`src/rtl/seq_pattern_detector.sv`:
```
// Serial sequence detector: matches the last N qualified bits against a
// programmable pattern, with one-cycle match pulse and saturating counter.
module seq_pattern_detector #(
    parameter int N     = 4,
    parameter int CNT_W = 8
) (
    input  logic             i_clock,
    input  logic             i_areset,
    input  logic             i_in,
    input  logic             i_valid,
    input  logic [N-1:0]     i_pattern,
    input  logic             i_overlap,
    input  logic             i_clear,
    output logic             o_out,
    output logic [CNT_W-1:0] o_count
);

    localparam int FW = $clog2(N + 1);
    localparam logic [FW-1:0] FULL = FW'(N);

    logic [N-1:0]     r_hist;
    logic [FW-1:0]    r_fill;
    logic             r_out;
    logic [CNT_W-1:0] r_count;

    logic [N-1:0]     w_hist_n;
    logic [FW-1:0]    w_fill_n;
    logic             w_match;
    logic             w_sat;

    always_comb begin
        w_hist_n = {r_hist[N-2:0], i_in};
        w_fill_n = (r_fill == FULL) ? FULL : r_fill + FW'(1);
        // Fill gate keeps zero-filled history from producing a false match
        w_match  = (w_fill_n == FULL) && (w_hist_n == i_pattern);
        w_sat    = &r_count;
    end

    always_ff @(posedge i_clock or posedge i_areset) begin
        if (i_areset) begin
            r_hist  <= '0;
            r_fill  <= '0;
            r_out   <= 1'b0;
            r_count <= '0;
        end else if (i_clear) begin
            r_hist  <= '0;
            r_fill  <= '0;
            r_out   <= 1'b0;
            r_count <= '0;
        end else if (!i_valid) begin
            r_out <= 1'b0;
        end else begin
            r_hist <= w_hist_n;
            r_out  <= w_match;
            if (w_match) begin
                r_fill <= i_overlap ? FULL : '0;
                if (!w_sat)
                    r_count <= r_count + CNT_W'(1);
            end else begin
                r_fill <= w_fill_n;
            end
        end
    end

    assign o_out   = r_out;
    assign o_count = r_count;

endmodule
```
`config.mk`:
```
export PLATFORM = sky130hd
export DESIGN_NAME = seq_pattern_detector
export DESIGN_NICKNAME = d
export VERILOG_FILES = /design/src/rtl/seq_pattern_detector.sv
export SDC_FILE = /design/constraint.sdc
export NUM_CORES = 1
export LEC_CHECK = 0
export ABC_CLOCK_PERIOD_IN_PS = 2500
export BUFFER_PORTS_ARGS = -buffer_cell sky130_fd_sc_hd__buf_4
export CORE_ASPECT_RATIO = 0.9
export CORE_MARGIN = 3
export CORE_UTILIZATION = 50
export CTS_CLUSTER_DIAMETER = 30
export DETAILED_ROUTE_END_ITERATION = 7
export PLACE_DENSITY = 0.74
export RECOVER_POWER = 25
export SYNTH_ARGS = -nofsm -noshare
export SYNTH_HDL_FRONTEND = slang
export SYNTH_SLANG_ARGS = --single-unit
```
`constraint.sdc`:
```
create_clock -name i_clock -period 2.5 [get_ports i_clock]
set_input_delay 0.25 -clock i_clock [delete_from_list [all_inputs] [get_ports i_clock]]
set_output_delay 0.25 -clock i_clock [all_outputs]
set_load 0.1 [all_outputs]
```
# == Word level (Yosys, flattened, before mapping) ==
# Cells that the tools add are included.
# word_totals
reg_bits,15
elab_cells,28
# classes
addsub,2
n_eq_ne,4
mux,13
n_reduce_logical,5
# ops
cell,count
$mux 8,4
$mux 3,7
$add 8x1->8 const B,1
$reduce_and 8->1,1
$eq 3x3->1 const B,2
$eq 4x4->1,1
$reduce_bool 2->1,2
$add 3x1->3 const B,1
$reduce_and 3->1,1
$mux 1,2
$ne 2x2->1 const B,1
$logic_and 1x1->1,1

# == Depth between registers and ports, before layout ==
# Gate-level depths: netlist of run 1.
# depth
word_depth,7
ltp_mapped,7

# == Worst setup path before layout of run 1 ==
# No wires, ideal clock.
# synth_path
path_kind,reg2reg
startpoint,"register r_count[0], in the netlist o_count[0]"
endpoint,"register r_count[5], in the netlist o_count[5]"
setup_time_ns,0.077
arrival_time_ns,2.161
t_required_ns,2.423
slack_ns,0.262
stages_incl_launch_ff,7
n_path_buf,0
period_less_slack_ns,2.238
path_cell_list,dfrtp_1 -> ha_1 -> nand2_1 -> or3_1 -> nand3_4 -> or4_1 -> a21oi_1
# synth_via
elab_chain_cells,5
elab_cells_between_ends,8
# synth_rtl
element,line,rtl
"start, declared",24,logic [CNT_W-1:0] r_count;
"start signal, assigned",58,r_count <= r_count + CNT_W'(1);
$add 8x1->8,58,
$mux 8,57,if (!w_sat)
$mux 8,55,if (w_match) begin
$mux 8,50,end else if (!i_valid) begin
$mux 8,45,end else if (i_clear) begin
# Parallel ways exist; a longest one is shown, timed or not. The select of a mux whose other input is x is not followed.
# A chain may end at the register's enable or synchronous reset.

# == Worst setup path in the final report of run 1 ==
# layout_path
startpoint,register r_fill[0]
endpoint,"register r_count[5], in the netlist o_count[5]"
# layout_via
elab_chain_cells,6
elab_cells_between_ends,7
# layout_rtl
element,line,rtl
"start, declared",22,logic [FW-1:0] r_fill;
"start signal, assigned",56,r_fill <= i_overlap ? FULL : '0;
"start signal, assigned",60,r_fill <= w_fill_n;
$add 3x1->3 or $eq 3x3->1 (tied branches),33,w_fill_n = (r_fill == FULL) ? FULL : r_fill + FW'(1);
$mux 3 *,33,
$eq 3x3->1 *,35,w_match = (w_fill_n == FULL) && (w_hist_n == i_pattern);
$logic_and 1x1->1 *,35,
$reduce_bool 2->1 (no source line) *,n/a,
$reduce_and 3->1 (no source line) *,n/a,
# Mark *: on every way between the ends. The rest lies on a longest branch, timed or not.

==> results of run 1 <==
final cells by class:
type / count / area [um^2]
timing repair buffer: 18 / 135
multi-input combinational: 63 / 457
tap: 22 / 27.5
clock buffer: 4 / 26.3
inverter: 4 / 15.0
sequential: 15 / 375
fill: 132 / 493
routing by layer:
layer	vias up	GRT usage (%)	share of wire, %
li1	345	-	-
met1	318	21.8	47
met2	21	27.7	45
met3	2	5.90	6.9
met4	0	6.63	0.71
met5	-	0	0
cell families (layout without fill, tap and decap cells):
logic type / Yosys count / in the layout / synth area share, %
AO/OA/AOI/OAI: 12 / 12 / 8.97
XOR/XNOR: 6 / 6 / 6.08
adder cells (fa/ha/maj): 3 / 3 / 4.34
buffers and inverters: 6 / 26 / 3.76
flip-flops: 15 / 15 / 43.4
multiplexers: 6 / 6 / 7.09
AND/OR/NAND/NOR: 36 / 36 / 26.3
synthesized netlist by cell type, types with 2 or more instances:
cell type	instances	area share [%]
nand3_1	3	1.7
ha_1	3	4.3
dfrtp_1	15	43
mux2i_1	5	5.8
nand4_1	2	1.4
o21ai_0	2	1.2
or3_1	4	2.9
nor4_4	2	4.9
xor2_1	6	6.1
inv_1	4	1.7
a21oi_1	4	2.3
nor2_1	11	4.8
nor4_1	2	1.4
nand2_1	6	2.6
path summary, 6_finish.rpt:
| check | from | to |
|---|---|---|
| worst max-delay path | r_fill[0] | o_count[5] |
| worst min-delay path | i_areset | r_fill[1] |
| worst max register to register | r_fill[0] | o_count[5] |
| worst min register to register | r_hist[2] | r_hist[2] |
| max in group asynchronous | i_areset | r_hist[1] |
| min in group i_clock | i_clear | o_count[5] |
worst register-to-register path, cell delays in order, from the launching register on:
cell	delay, ns
dfrtp_1	0.40
inv_1	0.08
ha_1	0.35
nor4_4	0.42
nand3_4	0.16
or4_1	0.50
a21oi_1	0.15
sequential cells by signal, summed over array words and instances, names as in the netlist:
name,cells
o_out,1
r_fill,3
o_count,8
r_hist,3
power by group:
part | internal [mW] | total [mW] | leakage, nW | switching, mW
clock | 0.0621 | 0.144 | 0.0150 | 0.0815
sequential | 0.247 | 0.251 | 0.207 | 0.00437
combinational | 0.0232 | 0.0546 | 0.247 | 0.0314
==> results.ini, run 1 <==
[critical_path]
cpLargestDelayFamily=simple AND/OR/NAND/NOR gates
required_ns=2.73
slowest_stage=or4_1
cp-start-kind=flip-flop
crit_path_cell_trace=inv_1, ha_1, nor4_4, nand3_4, or4_1, a21oi_1
path_class=reg2reg
cp.depth=6
end_kind=flip-flop
worst-r2r-cell-count=6
max_stage_delay_ns=0.50
cp_max_fo=8
arrival_ns=2.35
worst-path-buf-inv=1
r2r_setup_slack_ns=0.37

[clock_tree]
cts_made_buffers=3
tritoncts=yes
cts_hold_buf=0
postCtsResizedCells=0
clock_sinks=15
clk_pin_slew_worst_paths_ns=0.09
cts_setup_buffers=0
cts-root-buf=clkbuf_4
htreeDepth=1
cts_buffer_depth=2
insertion_delay_ns=0.29

[timing]
whs_ns=0.0120
fin_ws_ns=0.374
period_minus_slack_ns=2.13
setup_viol=0
worstMarginPinSlew_ns=0.582
finalSetupTns_ns=0
fin_crit_sh_pct=85.1
fmax_ghz=0.470
rsz0062_at_grt=false
finClkSkew_ns=0.00512
maxSlewHeadroom_pct=61.1
finalMaxSlewViolations=0
finalHoldViolCount=0

[grt]
antenna_found_initial=0
overflow=0
grt_pass1_vias=623
grt_util_all_layers_pct=17.3
grt_pass1_wl_mm=2.79
grt_max_degree=16

[flow_run]
cap_violations=0

[floorplanning]
initial_core_util_pct=56.5
die_h_um=45.5
core_um2=1530
design.die.area_um2=2260
num_rows=13
pin_count=19
die_x_um=49.8

[detailed_routing]
drc=0
vias=686
first_iter_violations=15
wl_per_cell_um=13.4
dr.pass1.iters=4
viasPerCell=5.44
antenna_left=0
wl_mm=1.69

[power_and_ir_drop]
totalPowerFinal_mw=0.449
peakVddDrop_mv=0.319
p_per_area_nw_per_um2=434
leakage_nw=0.469

[place]
place_congestion=0.738
dp_hpwl_mm=1.27
placed_area_um2=1010
io_buffers=18
preCtsSetupSlack_ns=0.410
placedCellCount=122

[synth]
ys_ff_latch=15
ys_seq_area_share_pct=43.4
synthArstFlopShare_pct=100
syn_nets=97
syn-cell-area_um2=865
syn_inst=84
ys_types=29
avgSynthCellArea_um2=10.3
yosys_warnings=0
synth_edf_count=0
synthFlopType=dfrtp_1

[final_layout]
final_util_pct=67.8
final_nets=118
diodes=0
fin_area_um2=1040
layoutNonFillerInstCount=126
layout_commonest_cell=buf_4
syn2layout_area_growth_pct=19.8
drive_gt1_share_pct=27.9
mostFrequentLayoutCells=buf_4, dfrtp_1, nor2_1, nand2_1, xor2_1

[min_path]
hold_path_class=in2async

[status]
status=completed

Power figures use the tool's default switching activity.
==> run 2: changes to the inputs <==
- CORE_UTILIZATION: 50 -> 52
- PLACE_DENSITY: 0.74 -> 0.77
==> run 2 against run 1 <==
Against the previous run: wire length down 0.12%; die area down 3.4%; via count down 1.3%; total power down 1.6%; critical path type unchanged; largest power group unchanged; highest routed layer unchanged.
==> results.ini, run 2 (same netlist as run 1, synthesis figures left out) <==
[critical_path]
cp_max_fo=8  ; unchanged
r2r-end=o_count[5]
end_kind=flip-flop
crit_path_cell_trace=inv_1, ha_1, nor4_4, nand3_4, or4_1, a21oi_1
slowest_stage=or4_1
max_stage_delay_ns=0.49  ; about the same
path_class=reg2reg
cp-start-kind=flip-flop
worst-path-buf-inv=1  ; unchanged
arrival_ns=2.34  ; about the same
cpLargestDelayFamily=simple AND/OR/NAND/NOR gates
worst-r2r-cell-count=6  ; unchanged
r2r_setup_slack_ns=0.37  ; about the same
rr_startpoint=r_fill[0]
required_ns=2.71  ; -0.02 ns

[final_layout]
mostFrequentLayoutCells=buf_4, dfrtp_1, nor2_1, nand2_1, xor2_1
syn2layout_area_growth_pct=19.8  ; unchanged
drive_gt1_share_pct=27.9  ; unchanged
fill_cells=127  ; -3.8%
layoutNonFillerInstCount=126  ; unchanged
final_nets=118  ; unchanged
largest_reg_flops=8  ; unchanged
layout_commonest_cell=buf_4
diodes=0  ; unchanged

[status]
status=completed

[clock_tree]
clk_pin_slew_worst_paths_ns=0.09  ; about the same
clock_sinks=15  ; unchanged
insertion_delay_ns=0.28  ; about the same
cts_hold_buf=0  ; unchanged
cts-root-buf=clkbuf_4
cts_buffer_depth=2  ; unchanged
postCtsResizedCells=0  ; unchanged
cts_setup_buffers=0  ; unchanged
htreeDepth=1  ; unchanged
cts_made_buffers=3  ; unchanged
tritoncts=yes

[detailed_routing]
viasPerCell=5.37  ; -1.3%
antenna_left=0  ; unchanged
wl_per_cell_um=13.4  ; -0.12%
dr.pass1.iters=3  ; -1
first_iter_violations=10  ; -5
wl_mm=1.69  ; -0.12%
drc=0  ; unchanged
vias=677  ; -1.3%

[timing]
fmax_ghz=0.470  ; -0.16%
finalMaxSlewViolations=0  ; unchanged
worstMarginPinSlew_ns=0.568  ; -0.0140 ns
setup_viol=0  ; unchanged
finalHoldViolCount=0  ; unchanged
rsz0062_at_grt=false
maxSlewHeadroom_pct=62.1  ; +0.93 points
finClkSkew_ns=0.00308  ; -0.00204 ns
fin_crit_sh_pct=85.2  ; +0.14 points
period_minus_slack_ns=2.13  ; +0.00342 ns
finalSetupTns_ns=0  ; unchanged

[power_and_ir_drop]
p_per_area_nw_per_um2=427  ; -1.6%
peakVddDrop_mv=0.329  ; +3.2%
leakage_nw=0.469  ; unchanged

[grt]
grt_util_all_layers_pct=17.6  ; +0.29 points
grt_pass1_wl_mm=2.90  ; +3.7%
grt_use_met3_pct=5.72  ; -0.18 points
antenna_found_initial=0  ; unchanged
met2_usage_pct=30.4  ; +2.6 points
top_usage_layer=met2
grt_max_degree=16  ; unchanged
grtUsageMet1_pct=21.0  ; -0.77 points
grt_pass1_vias=679  ; +9.0%
overflow=0  ; unchanged

[place]
dp_hpwl_mm=1.28  ; +0.82%
place_congestion=0.764  ; +3.4%
io_buffers=18  ; unchanged
placedCellCount=122  ; unchanged

[min_path]
hold_path_class=in2async

[floorplanning]
num_rows=13  ; unchanged
design.die.area_um2=2190  ; -3.4%
die_x_um=49.0  ; -1.7%
die_h_um=44.7  ; -1.7%
core_um2=1500  ; -2.1%
initial_core_util_pct=57.8  ; +1.2 points
pin_count=19  ; unchanged

[flow_run]
cap_violations=0  ; unchanged

[run 2: layer usage]
layer	routed length (um)	vias up
li1	-	343
met1	787	315
met2	794	17
met3	93	2
met4	12	0
met5	0	-
[run 2: stage by stage]
stage	power (mW)	setup WS (ns)	area (um^2)	util [%]	hold slack (ns)
finish	0.442	0.370	1040	69.2	0.0223
global route	0.466	0.185	1040	69.2	0.0605
CTS	0.450	0.370	1040	69.2	0.0429
detailed placement	0.311	0.397	1010	67.5	0.355
global placement	0.309	0.466	1010	67.5	0.343
floorplan	0.293	0.262	865	-	0.151
[run 2: cell type report]
type	count	area (um^2)	area share, %
Clock buffer	4	26.3	2.54
Inverter	4	15.0	1.45
Multi-Input combinational cell	63	457	44.1
Sequential cell	15	375	36.2
Tap cell	22	27.5	2.66
Timing Repair Buffer	18	135	13.0
[run 2: worst max path at each step]
stage / startpoint / to / slack (ns) / depth (start not counted)
4_1_cts: r_fill[0] / o_count[5] / 0.37 / 6
6_report: r_fill[0] / o_count[5] / 0.37 / 6
5_1_grt: r_fill[0] / o_count[5] / 0.19 / 6
2_1_floorplan: o_count[0] / o_count[5] / 0.26 / 6
3_3_place_gp: r_fill[0] / o_count[5] / 0.47 / 6
3_5_place_dp: r_fill[0] / o_count[5] / 0.40 / 6
[run 2: power breakdown]
part	leakage (nW)	internal (mW)	switching (mW)
Sequential	0.207	0.247	0.00413
Combinational	0.247	0.0231	0.0313
Clock	0.0150	0.0618	0.0750
Total	0.469	0.332	0.110
[run 2: worst reg2reg max path, delay by kind of cell (launching register included)]
kind	cells	cell delay, ns
AO/OA/AOI/OAI	1	0.15
adder cells (fa/ha/maj)	1	0.35
buffers and inverters	1	0.08
flip-flops	1	0.40
AND/OR/NAND/NOR	3	1.08
==> run 3: changes to the inputs <==
- REMOVE_ABC_BUFFERS: unset -> 1
==> run 3 against run 2 <==
Against the previous run: fmax grew 1.6%; highest routed layer is now met3; global-route usage up 0.74 points; count of clock-buffer cells in the layout decreased by 1.
==> results.ini, run 3 (same netlist as run 1, synthesis figures left out) <==
[detailed_routing]
wl_per_cell_um=13.5  ; +0.53%
wl_mm=1.70  ; +0.53%
dr.pass1.iters=4  ; +1
vias=699  ; +3.2%
antenna_left=0  ; unchanged
drc=0  ; unchanged
viasPerCell=5.55  ; +3.2%
first_iter_violations=19  ; +9

[timing]
finClkSkew_ns=0.00250  ; -0.000581 ns
fin_crit_sh_pct=83.9  ; -1.3 points
worstMarginPinSlew_ns=0.562  ; -0.00680 ns
finalSetupTns_ns=0  ; unchanged
period_minus_slack_ns=2.10  ; -0.0329 ns
maxSlewHeadroom_pct=62.5  ; +0.45 points
finalMaxSlewViolations=0  ; unchanged
rsz0062_at_grt=false
finalHoldViolCount=0  ; unchanged
fmax_ghz=0.477  ; +1.6%
setup_viol=0  ; unchanged
whs_ns=0.0133  ; -0.00901 ns

[grt]
antenna_found_initial=0  ; unchanged
grt_util_all_layers_pct=18.3  ; +0.74 points
grt_pass1_vias=728  ; +7.2%
grt_max_degree=16  ; unchanged
grt_pass1_wl_mm=3.07  ; +5.9%
overflow=0  ; unchanged

[critical_path]
cp-start-kind=flip-flop
end_kind=flip-flop
cp_max_fo=8  ; unchanged
path_class=reg2reg
arrival_ns=2.31  ; -0.03 ns
required_ns=2.71  ; about the same

[floorplanning]
core_um2=1500  ; unchanged
design.die.area_um2=2190  ; unchanged
num_rows=13  ; unchanged
pin_count=19  ; unchanged
initial_core_util_pct=57.8  ; unchanged
die_x_um=49.0  ; unchanged
die_h_um=44.7  ; unchanged

[clock_tree]
tritoncts=yes
clk_pin_slew_worst_paths_ns=0.09  ; about the same
insertion_delay_ns=0.28  ; about the same
clock_sinks=15  ; unchanged
cts_hold_buf=0  ; unchanged
cts-root-buf=clkbuf_4
htreeDepth=1  ; unchanged
cts_buffer_depth=2  ; unchanged
cts_setup_buffers=0  ; unchanged
postCtsResizedCells=0  ; unchanged
cts_made_buffers=3  ; unchanged

[final_layout]
drive_gt1_share_pct=28.8  ; +0.96 points
layoutNonFillerInstCount=126  ; unchanged
syn2layout_area_growth_pct=20.0
fill_cells=131  ; +3.1%
mostFrequentLayoutCells=buf_4, dfrtp_1, nor2_1, nand2_1, xor2_1
largest_reg_flops=8  ; unchanged
fin_area_um2=1040  ; +0.12%
seq_area_um2=375  ; unchanged
diodes=0  ; unchanged
multi_input_area_um2=457  ; unchanged
layout_commonest_cell=buf_4
final_nets=118  ; unchanged

[place]
io_buffers=18  ; unchanged
place_congestion=0.751  ; -1.6%
placedCellCount=122  ; unchanged
dp_hpwl_mm=1.33  ; +4.2%
placed_area_um2=1010  ; unchanged

[flow_run]
cap_violations=0  ; unchanged

[power_and_ir_drop]
peakVddDrop_mv=0.425  ; +29%
p_per_area_nw_per_um2=427  ; about the same
leakage_nw=0.472  ; +0.58%

[status]
status=completed

[min_path]
hold_path_class=in2async

==> run 3: changes by cell type in the layout (fill, tap and decap cells not counted), sizes merged <==
cell,before,now
clkinv,0,1
clkbuf,5,4
==> run 3: worst max-delay path: stages, from the launching register on <==
cell and delay, ns:
dfrtp_1 0.39, inv_1 0.07, ha_1 0.35, nor4_4 0.42
nand3_4 0.16, or4_1 0.48, a21oi_1 0.15
==> run 3: worst paths after layout <==
kind | start | end | slack (ns) | cells after the start
max | r_fill[0] | o_count[5] | 0.40 | 6
min | i_areset | r_hist[1] | 0.01 | 2
max reg2reg | r_fill[0] | o_count[5] | 0.40 | 6
min reg2reg | r_hist[2] | r_hist[2] | 0.55 | 2
max in group asynchronous | i_areset | o_count[7] | 2.12 | 2
min in group i_clock | i_in | r_hist[0] | 0.24 | 3
==> run 3: cell type report <==
type                       instances  share of cell area, %
clock inverter                     1                  0.483
sequential                        15                   36.2
tap                               22                   2.65
multi-input combinational         63                   44.0
clock buffer                       3                   2.17
timing repair buffer              18                   13.0
inverter                           4                   1.45
==> run 3: per-layer routing <==
metal,global-route usage [%],share of wire [%]
met3,5.39,6.3
met4,3.41,0
met2,30.9,48
met1,23.8,46
met5,0,0
==> run 3: where the power goes <==
part | total, mW | leakage (nW) | internal, mW | switching (mW)
clock | 0.137 | 0.0177 | 0.0594 | 0.0779
sequential | 0.251 | 0.207 | 0.247 | 0.00392
combinational | 0.0550 | 0.247 | 0.0232 | 0.0318
==> run 3: per-stage QoR <==
| stage | power (mW) | setup WS, ns | util (%) |
|---|---|---|---|
| final | 0.443 | 0.403 | 69.3 |
| after global placement | 0.310 | 0.466 | 67.5 |
| after CTS | 0.448 | 0.386 | 69.3 |
| after global routing | 0.470 | 0.187 | 69.3 |
| after floorplan | 0.287 | 0.262 | - |
| after detailed placement | 0.311 | 0.409 | 67.5 |
